--- src/rtl/pdp8i_timing_gen.sv ---
// PDP-8/I major timing: TS1..TS4 time states of TS_LEN clks each, with TP pulses in the last clk of every state.
// Outputs are registered (one clk after the deciding edge); there is no backpressure, and stop requests take effect only at TP4.
module pdp8i_timing_gen #(
  parameter int TS_LEN = 4
) (
  input  logic        clk,
  input  logic        reset,
  input  logic        key_start,
  input  logic        key_stop,
  input  logic        sing_cyc,
  output logic        run,
  output logic [3:0]  ts,
  output logic [3:0]  tp,
  output logic        cyc_done,
  output logic [11:0] cyc_count
);

  localparam int DW = (TS_LEN > 2) ? $clog2(TS_LEN) : 1;
  localparam logic [DW-1:0] DIV_LAST = DW'(TS_LEN - 1);

  typedef enum logic {IDLE, RUN} state_t;

  state_t        state_q, state_d;
  logic [DW-1:0] div_q, div_d;
  logic [1:0]    idx_q, idx_d;
  logic          stop_q, stop_d;
  logic [11:0]   cnt_q, cnt_d;
  logic [3:0]    ts_q, ts_d, tp_q, tp_d;
  logic          ts_end, cyc_end;

  always_ff @(posedge clk or posedge reset) begin
    if (reset) begin
      state_q <= IDLE;
      div_q   <= '0;
      idx_q   <= '0;
      stop_q  <= 1'b0;
      cnt_q   <= '0;
      ts_q    <= '0;
      tp_q    <= '0;
    end else begin
      state_q <= state_d;
      div_q   <= div_d;
      idx_q   <= idx_d;
      stop_q  <= stop_d;
      cnt_q   <= cnt_d;
      ts_q    <= ts_d;
      tp_q    <= tp_d;
    end
  end

  always_comb begin
    state_d = state_q;
    div_d   = div_q;
    idx_d   = idx_q;
    stop_d  = stop_q | key_stop;
    cnt_d   = cnt_q;
    ts_end  = (state_q == RUN) && (div_q == DIV_LAST);
    cyc_end = ts_end && (idx_q == 2'd3);

    case (state_q)
      IDLE: begin
        if (key_start) begin
          state_d = RUN;
          div_d   = '0;
          idx_d   = '0;
        end
      end
      RUN: begin
        div_d = ts_end ? '0 : div_q + DW'(1);
        if (ts_end) idx_d = idx_q + 2'd1;
        // A stop arriving on the TP4 edge itself still ends this cycle.
        if (cyc_end) begin
          cnt_d = cnt_q + 12'd1;
          if (stop_d || sing_cyc) begin
            state_d = IDLE;
            stop_d  = 1'b0;
            idx_d   = '0;
          end
        end
      end
      default: state_d = IDLE;
    endcase

    // Output registers are loaded from next-state values so that ts/tp are glitch-free flops.
    ts_d = (state_d == RUN) ? (4'b0001 << idx_d) : 4'b0000;
    tp_d = ((state_d == RUN) && (div_d == DIV_LAST)) ? ts_d : 4'b0000;
  end

  assign run       = (state_q == RUN);
  assign ts        = ts_q;
  assign tp        = tp_q;
  assign cyc_done  = tp_q[3];
  assign cyc_count = cnt_q;

endmodule

--- config.mk ---
export PLATFORM = sky130hd
export DESIGN_NAME = pdp8i_timing_gen
export DESIGN_NICKNAME = d
export VERILOG_FILES = /design/src/rtl/pdp8i_timing_gen.sv
export SDC_FILE = /design/constraint.sdc
export NUM_CORES = 1
export LEC_CHECK = 0
export CORE_MARGIN = 8
export CORE_UTILIZATION = 52
export DETAILED_ROUTE_END_ITERATION = 12
export PLACE_DENSITY = 0.94
export SLEW_MARGIN = 0
export SYNTH_ARGS = -nofsm -noshare
export SYNTH_HDL_FRONTEND = slang
export SYNTH_SLANG_ARGS = --single-unit
--- constraint.sdc ---
create_clock -name clk -period 2.8 [get_ports clk]
set_clock_uncertainty 0.05 [all_clocks]
set_input_delay 0.56 -clock clk [delete_from_list [all_inputs] [get_ports clk]]
set_output_delay 0.56 -clock clk [all_outputs]
set_load 0.005 [all_outputs]
==> results of run 1 <==
## sequential cells by signal (all words and copies together), names as in the netlist
register,flops
div_q,2
tp,4
stop_q,1
idx_q,2
run,1
cyc_count,12
ts,4
## stage by stage
stage / total power [uW] / utilization, % / hold slack, ns / worst slack, ns
after floorplan: 857 / - / 0.411 / 1.25
final: 1200 / 67.3 / 0.439 / 0.655
after detailed placement: 1050 / 66.3 / 0.430 / 0.950
after global placement: 1010 / 66.3 / 0.406 / 1.03
after global routing: 1290 / 67.3 / 0.465 / 0.585
after CTS: 1200 / 67.3 / 0.452 / 0.663
## worst register-to-register path, cell delays in order, from the launching register on
cell and delay (ns):
dfrtp_1 0.58, ha_1 0.33, nand3_4 0.12, or3_4 0.44, nor2_1 0.12, xor2_1 0.18
## path summary, 6_finish.rpt
| path | start | to | slack, ns |
|---|---|---|---|
| setup / recovery | run | run | 0.65 |
| setup reg to reg | idx_q[0] | cyc_count[9] | 0.90 |
| hold / removal | cyc_count[11] | cyc_count[11] | 0.44 |
| min in group asynchronous | reset | cyc_count[8] | 0.54 |
| hold reg to reg | cyc_count[11] | cyc_count[11] | 0.44 |
| max in group asynchronous | reset | div_q[1] | 1.91 |
## where the power goes
| group | internal (uW) | switching (uW) | total [uW] |
|---|---|---|---|
| Combinational | 249 | 243 | 493 |
| Sequential | 467 | 95.8 | 563 |
| Clock | 50.2 | 97.1 | 147 |
## cell usage in the layout (no fill, tap or decap), drive strengths merged, types with 3 or more instances in the layout
cell type / synthesis / routed
xnor2: 9 / 9
clkdlybuf4s50: 0 / 26
nand4: 3 / 3
clkbuf: 1 / 3
ha: 3 / 3
nor2: 15 / 15
nand2: 13 / 13
inv: 4 / 4
nand3: 4 / 4
o21ai: 5 / 5
xor2: 3 / 3
nor3: 4 / 4
dfrtp: 26 / 26
## logic make-up after synthesis
group	share of synthesized area, %
mux	0.859
compound gates	5.26
xor+xnor	9.02
flops	55.9
simple gates	21.9
buf+inv	3.87
fa+ha+maj	3.22
## area by class of cell
type,count,area [sq um]
flip-flops and latches,26,651
fillers,173,709
clock buffers,3,22.5
repair buffers,27,268
well taps,28,35.0
inverters,4,15.0
multi-input cells,75,469
## layer usage
metal / vias up / global-route usage, %
li1: 420 / -
met1: 434 / 12.3
met2: 33 / 21.8
met3: 6 / 5.12
met4: 0 / 4.18
met5: - / 0
==> impl_metrics.yaml, run 1 <==
cts:
  numCtsBuffers: 3
  path_clk_slew_ns: 0.13
  postCtsHoldBufs: 0
  cts_setup_buffers: 0
  cts.sinks: 26
  post_cts_resized: 0
  cts.path.max_buffers: 2
  insertion_delay_ns: 0.31
  root_buffer: "clkbuf_4"
  cts_tree: "yes"
  h-tree-depth: 1
global_route:
  track_usage_pct: 12.2
  grt_pass1_wl_um: 4060
  grt_antenna_before_repair: 0
  grt_start_max_net_pins: 27
  grt_pass1_vias: 915
  gr-total-overflow: 0
critical_path:
  crit_chain: "clkdlybuf4s50_1"
  worstSetupPathType: "flip-flop to output port"
  path_buf_inv: 1
  cp.required_ns: 2.19
  critical_path.max_stage_delay_ns: 0.63
  worstPathMaxFanout: 12
  endpoint_kind: "output port"
  crit_cells: 1
  critPathSlowestCell: "dfrtp_1"
  startpoint_type: "flip-flop"
  r2r_cells: 5
  cp_data_arrival_time_ns: 1.54
  path_delay_family: "flip-flops"
synthesis:
  netlist_top_cells_count: "dfrtp_1 (26), nor2_1 (15), nand2_1 (13)"
  ys_ff_latch: 26
  synth_nets: 117
  synth-main-ff-cell: "dfrtp_1"
  synth_top_cell_by_area: "dfrtp_1"
  ys.warnings.count: 0
  synthArstFlopShare_pct: 100
  yosys-top-cells-area: "dfrtp_1 (56%), xnor2_1 (6.8%), nor2_1 (4.8%), nand2_1 (4.2%), ha_1 (3.2%)"
  synth.most_common_cell: "dfrtp_1"
  synthCells: 109
  yosysUniqueCellTypes: 28
  synth-edff-count: 0
  synth_area_sq_mm: 0.00116
  yosysSeqAreaShare_pct: 55.9
  avgSynthCellArea_sq_um: 10.7
  synth_top_area_share_pct: 55.9
placement:
  dp_hpwl_um: 1860
  io_buffers: 26
  place_inst: 160
  globalplace.congestion: 0.819
  dpl-instance-area_sq_mm: 0.00144
floorplan:
  dieWidth_um: 63.3
  coreArea_sq_mm: 0.00217
  num_rows: 17
  dieArea_sq_mm: 0.00401
  num_io_pins: 27
  initial_core_util_pct: 53.7
  die_h_um: 63.3
cells_and_area:
  layout-drive-gt1-share_pct: 5.19
  area_delta_synth_final_pct: 25.3
  final_area_sq_mm: 0.00146
  layout.cells.non_filler: 163
  nets: 145
  n_antenna_cell: 0
route:
  via_per_inst: 5.48
  postRouteWirelength_um: 2400
  drt_iter0_drc: 21
  dr.pass1.iters: 4
  antenna_left: 0
  highest-signal-layer: "met4"
  route.detailed.drc: 0
  met3_length_um: 222
  wl_per_cell_um: 14.7
  num_vias: 893
  wl_met2_um: 1180
  wl_met1_um: 965
hold_path:
  hold_path_depth: 1
  hold_path_class: "flip-flop to flip-flop"
timing:
  rsz0062_at_grt: "false"
  finalCritPeriodShare_pct: 76.6
  fmax_mhz: 466
  setup-violations-final: 0
  timing.slew.headroom_pct: 70.6
  worst-slew-pin-transition_ns: 0.442
  finalSetupTns_ns: 0
  slew_viol_final: 0
  layout_min_cycle_time_ns: 2.15
  hold_violations: 0
pwr:
  ir_worst_vdd_v: 0.000596
  power.density_mw_per_mm2: 824
  leakage_uw: 0.000650
flow_run:
  drv_cap: 0
outcome:
  status: "finished clean"
Note: power is estimated with default switching activity, not from simulation.
==> run 2, diff against run 1 <==
CORE_UTILIZATION = 43   (was 52)
PLACE_DENSITY = 0.84   (was 0.94)
clock period = 1.77 ns   (was 2.8 ns; I/O delays follow)
==> run 2 against run 1 <==
Clock power increased by 65%; power increased by 63%; count of clock-buffer cells in the layout did not move; largest cell class unchanged.
==> impl_metrics.yaml, run 2 (synthesis gave the netlist of run 1 again) <==
global_route:
  grt_antenna_before_repair: 0
  track_usage_pct: 10.2
  grt_start_max_net_pins: 27
  grt_pass1_wl_um: 3640
  gr-total-overflow: 0
  grt_pass1_vias: 836
floorplan:
  num_rows: 19
  initial_core_util_pct: 43.7
  dieArea_sq_mm: 0.00463
  coreArea_sq_mm: 0.00266
  dieWidth_um: 68.0
  num_io_pins: 27
  die_h_um: 68.0
critical_path:
  worstSetupPathType: "flip-flop to output port"
  path_buf_inv: 1
  critPathSlowestCell: "clkdlybuf4s50_1"
  worstPathMaxFanout: 5
  path_delay_family: "buffers and inverters"
  cp.required_ns: 1.37
  critical_path.max_stage_delay_ns: 0.54
  cp_data_arrival_time_ns: 1.29
  crit_chain: "clkdlybuf4s50_1"
  endpoint_kind: "output port"
  startpoint_type: "flip-flop"
route:
  via_per_inst: 5.17
  dr.pass1.iters: 4
  drt_iter0_drc: 28
  route.detailed.drc: 0
  antenna_left: 0
  num_vias: 879
  postRouteWirelength_um: 2320
  wl_per_cell_um: 13.7
cts:
  cts.sinks: 26
  h-tree-depth: 1
  numCtsBuffers: 3
  cts.path.max_buffers: 2
  insertion_delay_ns: 0.31
  root_buffer: "clkbuf_4"
  cts_tree: "yes"
  path_clk_slew_ns: 0.13
cells_and_area:
  layout-drive-gt1-share_pct: 10.1
  largest_register_ffs: 12
  final_area_sq_mm: 0.00151
  nFillCells: 222
  final_common_cell: "clkdlybuf4s50_1"
  nets: 149
  area_delta_synth_final_pct: 29.2
  layout_common_cells: "clkdlybuf4s50_1 (26), dfrtp_1 (25), nor2_1 (15)"
  n_antenna_cell: 0
  seq_area_sq_um: 652
  multi_input_area_sq_um: 479
placement:
  post-place-ws_ns: 0.0983
  dpl-instance-area_sq_mm: 0.00146
  io_buffers: 26
  globalplace.congestion: 0.840
  dp_hpwl_um: 1750
pwr:
  power_uw: 1960
  ir_worst_vdd_v: 0.000793
  power.density_mw_per_mm2: 1300
  leakage_uw: 0.000672
timing:
  hold_violations: 0
  finalCritPeriodShare_pct: 95.8
  layout_min_cycle_time_ns: 1.70
  slew_viol_final: 0
  finalSetupTns_ns: 0
  timing.slew.headroom_pct: 73.9
  timing.final.ws_setup_ns: 0.0737
  setup-violations-final: 0
  rsz0062_at_grt: "false"
  worst-slew-pin-transition_ns: 0.387
  fmax_mhz: 590
outcome:
  status: "finished clean"
hold_path:
  hold_path_class: "primary input to async pin"
flow_run:
  drv_cap: 0
==> run 2: changes by cell type in the layout (fill, tap and decap cells not counted) <==
cell     before  now
a22oi_1       1    0
a22oi_2       0    1
buf_4         1    5
dfrtp_1      26   25
dfrtp_2       0    1
nor3b_1       1    0
nor3b_2       0    1
==> run 2: final cells by class <==
type                       count  area share [%]
timing repair buffer          31            19.8
tap                           31            2.58
multi-input combinational     75            31.8
clock buffer                   3            1.50
inverter                       4           0.998
sequential                    26            43.3
==> run 2: path summary, 6_finish.rpt <==
kind                               start       endpoint  slack, ns  depth (start not counted)
min                                reset   cyc_count[9]       0.33                          3
min in group clk           cyc_count[11]  cyc_count[11]       0.43                          1
max in group asynchronous          reset            run       1.08                          3
min reg2reg                cyc_count[11]  cyc_count[11]       0.43                          1
max reg2reg                     div_q[0]          tp[1]       0.11                          6
max                         cyc_count[0]   cyc_count[0]       0.07                          1
==> run 2: metrics by stage <==
stage	instances	hold slack, ns	utilization, %
floorplan	109	0.344	-
global placement	166	0.406	55.0
detailed placement	166	0.406	55.0
CTS	170	0.337	56.2
global route	170	0.362	56.5
finish	170	0.331	56.5
==> run 2: metal layers <==
| layer | global-route usage, % | part of all wire (%) |
|---|---|---|
| met1 | 11.3 | 42 |
| met2 | 18.3 | 50 |
| met3 | 2.78 | 7.9 |
| met4 | 3.84 | 0 |
| met5 | 0 | 0 |
==> run 2: what timing repair did <==
item / in CTS / in global routing
hold buffers: 0 / 0
resized for setup: 1 / 2
endpoints found under the setup margin: 1 / 2
setup buffers: 1 / 0
==> run 2: report_power, final <==
group	total, uW	switching, uW	internal [uW]	leakage [uW]
combinational	880	432	449	0.000320
sequential	835	93.9	741	0.000338
clock	243	164	79.5	0.0000138
==> run 3, diff against run 2 <==
CORE_UTILIZATION = 27   (was 43)
PLACE_DENSITY = 0.61   (was 0.84)
==> run 3 against run 2 <==
Wire length rose by 5.0%; count of clock-buffer cells in the layout did not move; sequential share of layout area fell by 1.3 points; utilization fell by 20 points; first-iteration DRC count fell by 25%; critical path type unchanged; critical endpoint is now run; largest power group unchanged.
==> impl_metrics.yaml, run 3 (synthesis gave the netlist of run 1 again) <==
critical_path:
  crit_chain: "clkdlybuf4s50_1"
  worstSetupPathType: "flip-flop to output port"
  worstPathMaxFanout: 4
  cp_data_arrival_time_ns: 1.25
  path_delay_family: "buffers and inverters"
  endpoint_kind: "output port"
  path_buf_inv: 1
  critPathSlowestCell: "clkdlybuf4s50_1"
  startpoint_type: "flip-flop"
  cp.required_ns: 1.37
  critical_path.max_stage_delay_ns: 0.54
flow_run:
  drv_cap: 0
floorplan:
  dieArea_sq_mm: 0.00667
  num_rows: 24
  die_h_um: 81.7
  coreArea_sq_mm: 0.00426
  dieWidth_um: 81.7
  num_io_pins: 27
  initial_core_util_pct: 27.3
route:
  via_per_inst: 4.50
  num_vias: 859
  route.detailed.drc: 0
  wl_met1_um: 1100
  wl_met2_um: 1180
  antenna_left: 0
  postRouteWirelength_um: 2440
  met3_length_um: 146
  highest-signal-layer: "met4"
  wl_per_cell_um: 12.8
  drt_iter0_drc: 21
  dr.pass1.iters: 4
pwr:
  power.density_mw_per_mm2: 1310
  pwr-share-clk_pct: 15.8
  leakage_uw: 0.000680
  comb_power_share_pct: 42.9
  swShare_pct: 34.1
  switchingPower_uw: 693
  ir_worst_vdd_v: 0.000327
  intPower_uw: 1340
  seqPwrFrac_pct: 41.3
timing:
  timing.slew.headroom_pct: 74.4
  hold_violations: 0
  finalCritPeriodShare_pct: 93.4
  fmax_mhz: 605
  rsz0062_at_grt: "false"
  worst-slew-pin-transition_ns: 0.380
  finalSetupTns_ns: 0
  setup-violations-final: 0
  layout_min_cycle_time_ns: 1.65
  slew_viol_final: 0
global_route:
  grt_pass1_wl_um: 4070
  grt_start_max_net_pins: 27
  grt_pass1_vias: 891
  track_usage_pct: 7.76
  gr-total-overflow: 0
  grt_antenna_before_repair: 0
cts:
  numCtsBuffers: 3
  cts_tree: "yes"
  root_buffer: "clkbuf_8"
  path_clk_slew_ns: 0.09
  cts.sinks: 26
  cts.path.max_buffers: 2
  h-tree-depth: 1
  insertion_delay_ns: 0.26
cells_and_area:
  final_area_sq_mm: 0.00155
  nFillCells: 435
  nets: 149
  layout_common_cells: "dfrtp_1 (26), clkdlybuf4s50_1 (26), nor2_1 (15)"
  area_delta_synth_final_pct: 33.0
  n_antenna_cell: 0
  layout-drive-gt1-share_pct: 9.35
  largest_register_ffs: 12
outcome:
  status: "finished clean"
placement:
  dp_hpwl_um: 1930
  io_buffers: 26
  dpl-instance-area_sq_mm: 0.00150
  globalplace.congestion: 0.730
hold_path:
  hold_path_class: "primary input to async pin"
run 3: cell count changes in the layout (fill, tap and decap cells not counted):
cell	previous run	this run
dfrtp_2	1	0
clkbuf_8	0	3
clkbuf_4	3	0
dfrtp_1	25	26
run 3: worst paths after layout:
check,start,to,slack (ns),cells past startpoint
setup / recovery,run,run,0.12,1
hold / removal,reset,run,0.39,3
setup reg to reg,div_q[0],ts[0],0.14,6
hold reg to reg,cyc_count[11],cyc_count[11],0.42,1
max in group asynchronous,reset,div_q[1],1.03,3
min in group clk,cyc_count[11],cyc_count[11],0.42,1
run 3: per-layer routing:
metal  global-route usage (%)  vias up
li1                         -      423
met2                     13.4       18
met1                     9.25      416
met4                     3.16        0
met5                        0        -
met3                     1.42        2
run 3: cell type report:
cell class                      instances  area [sq um]  share of cell area, %
Clock buffer                            3          41.3                   2.67
Inverter                                4          15.0                  0.969
Multi-Input combinational cell         75           479                   30.9
Sequential cell                        26           651                   42.0
Tap cell                               52          65.1                   4.20
Timing Repair Buffer                   31           298                   19.2
run 3: per-stage QoR:
step	utilization (%)	hold WS, ns	power, uW	cells	setup WS [ns]
after floorplan	-	0.344	1360	109	0.225
after global placement	35.1	0.404	1690	188	0.150
after global routing	36.3	0.440	2210	191	0.0357
after detailed placement	35.1	0.414	1710	188	0.0371
after CTS	36.1	0.393	2040	191	0.00640
final	36.3	0.390	2030	191	0.117
run 3: worst reg2reg max path, stage by stage, from the launching register on:
cell and delay, ns:
dfrtp_1 0.42, ha_1 0.27, buf_4 0.18, nand2_1 0.10, o21ai_0 0.13, a22oi_2 0.20, nor3b_2 0.21
run 3: timing repair:
action                                 CTS  global route
hold buffers                             0             0
resized for setup                        0             2
endpoints found under the hold margin    0             0
buffers inserted                         0             0
setup endpoints to repair                0             1
run 3: power by group through the flow:
stage	combinational, uW	sequential, uW	clock (uW)
after floorplan	506	849	0
after global placement	837	849	0
after detailed placement	860	851	0
after CTS	863	840	341
after global routing	975	858	372
final	873	839	322
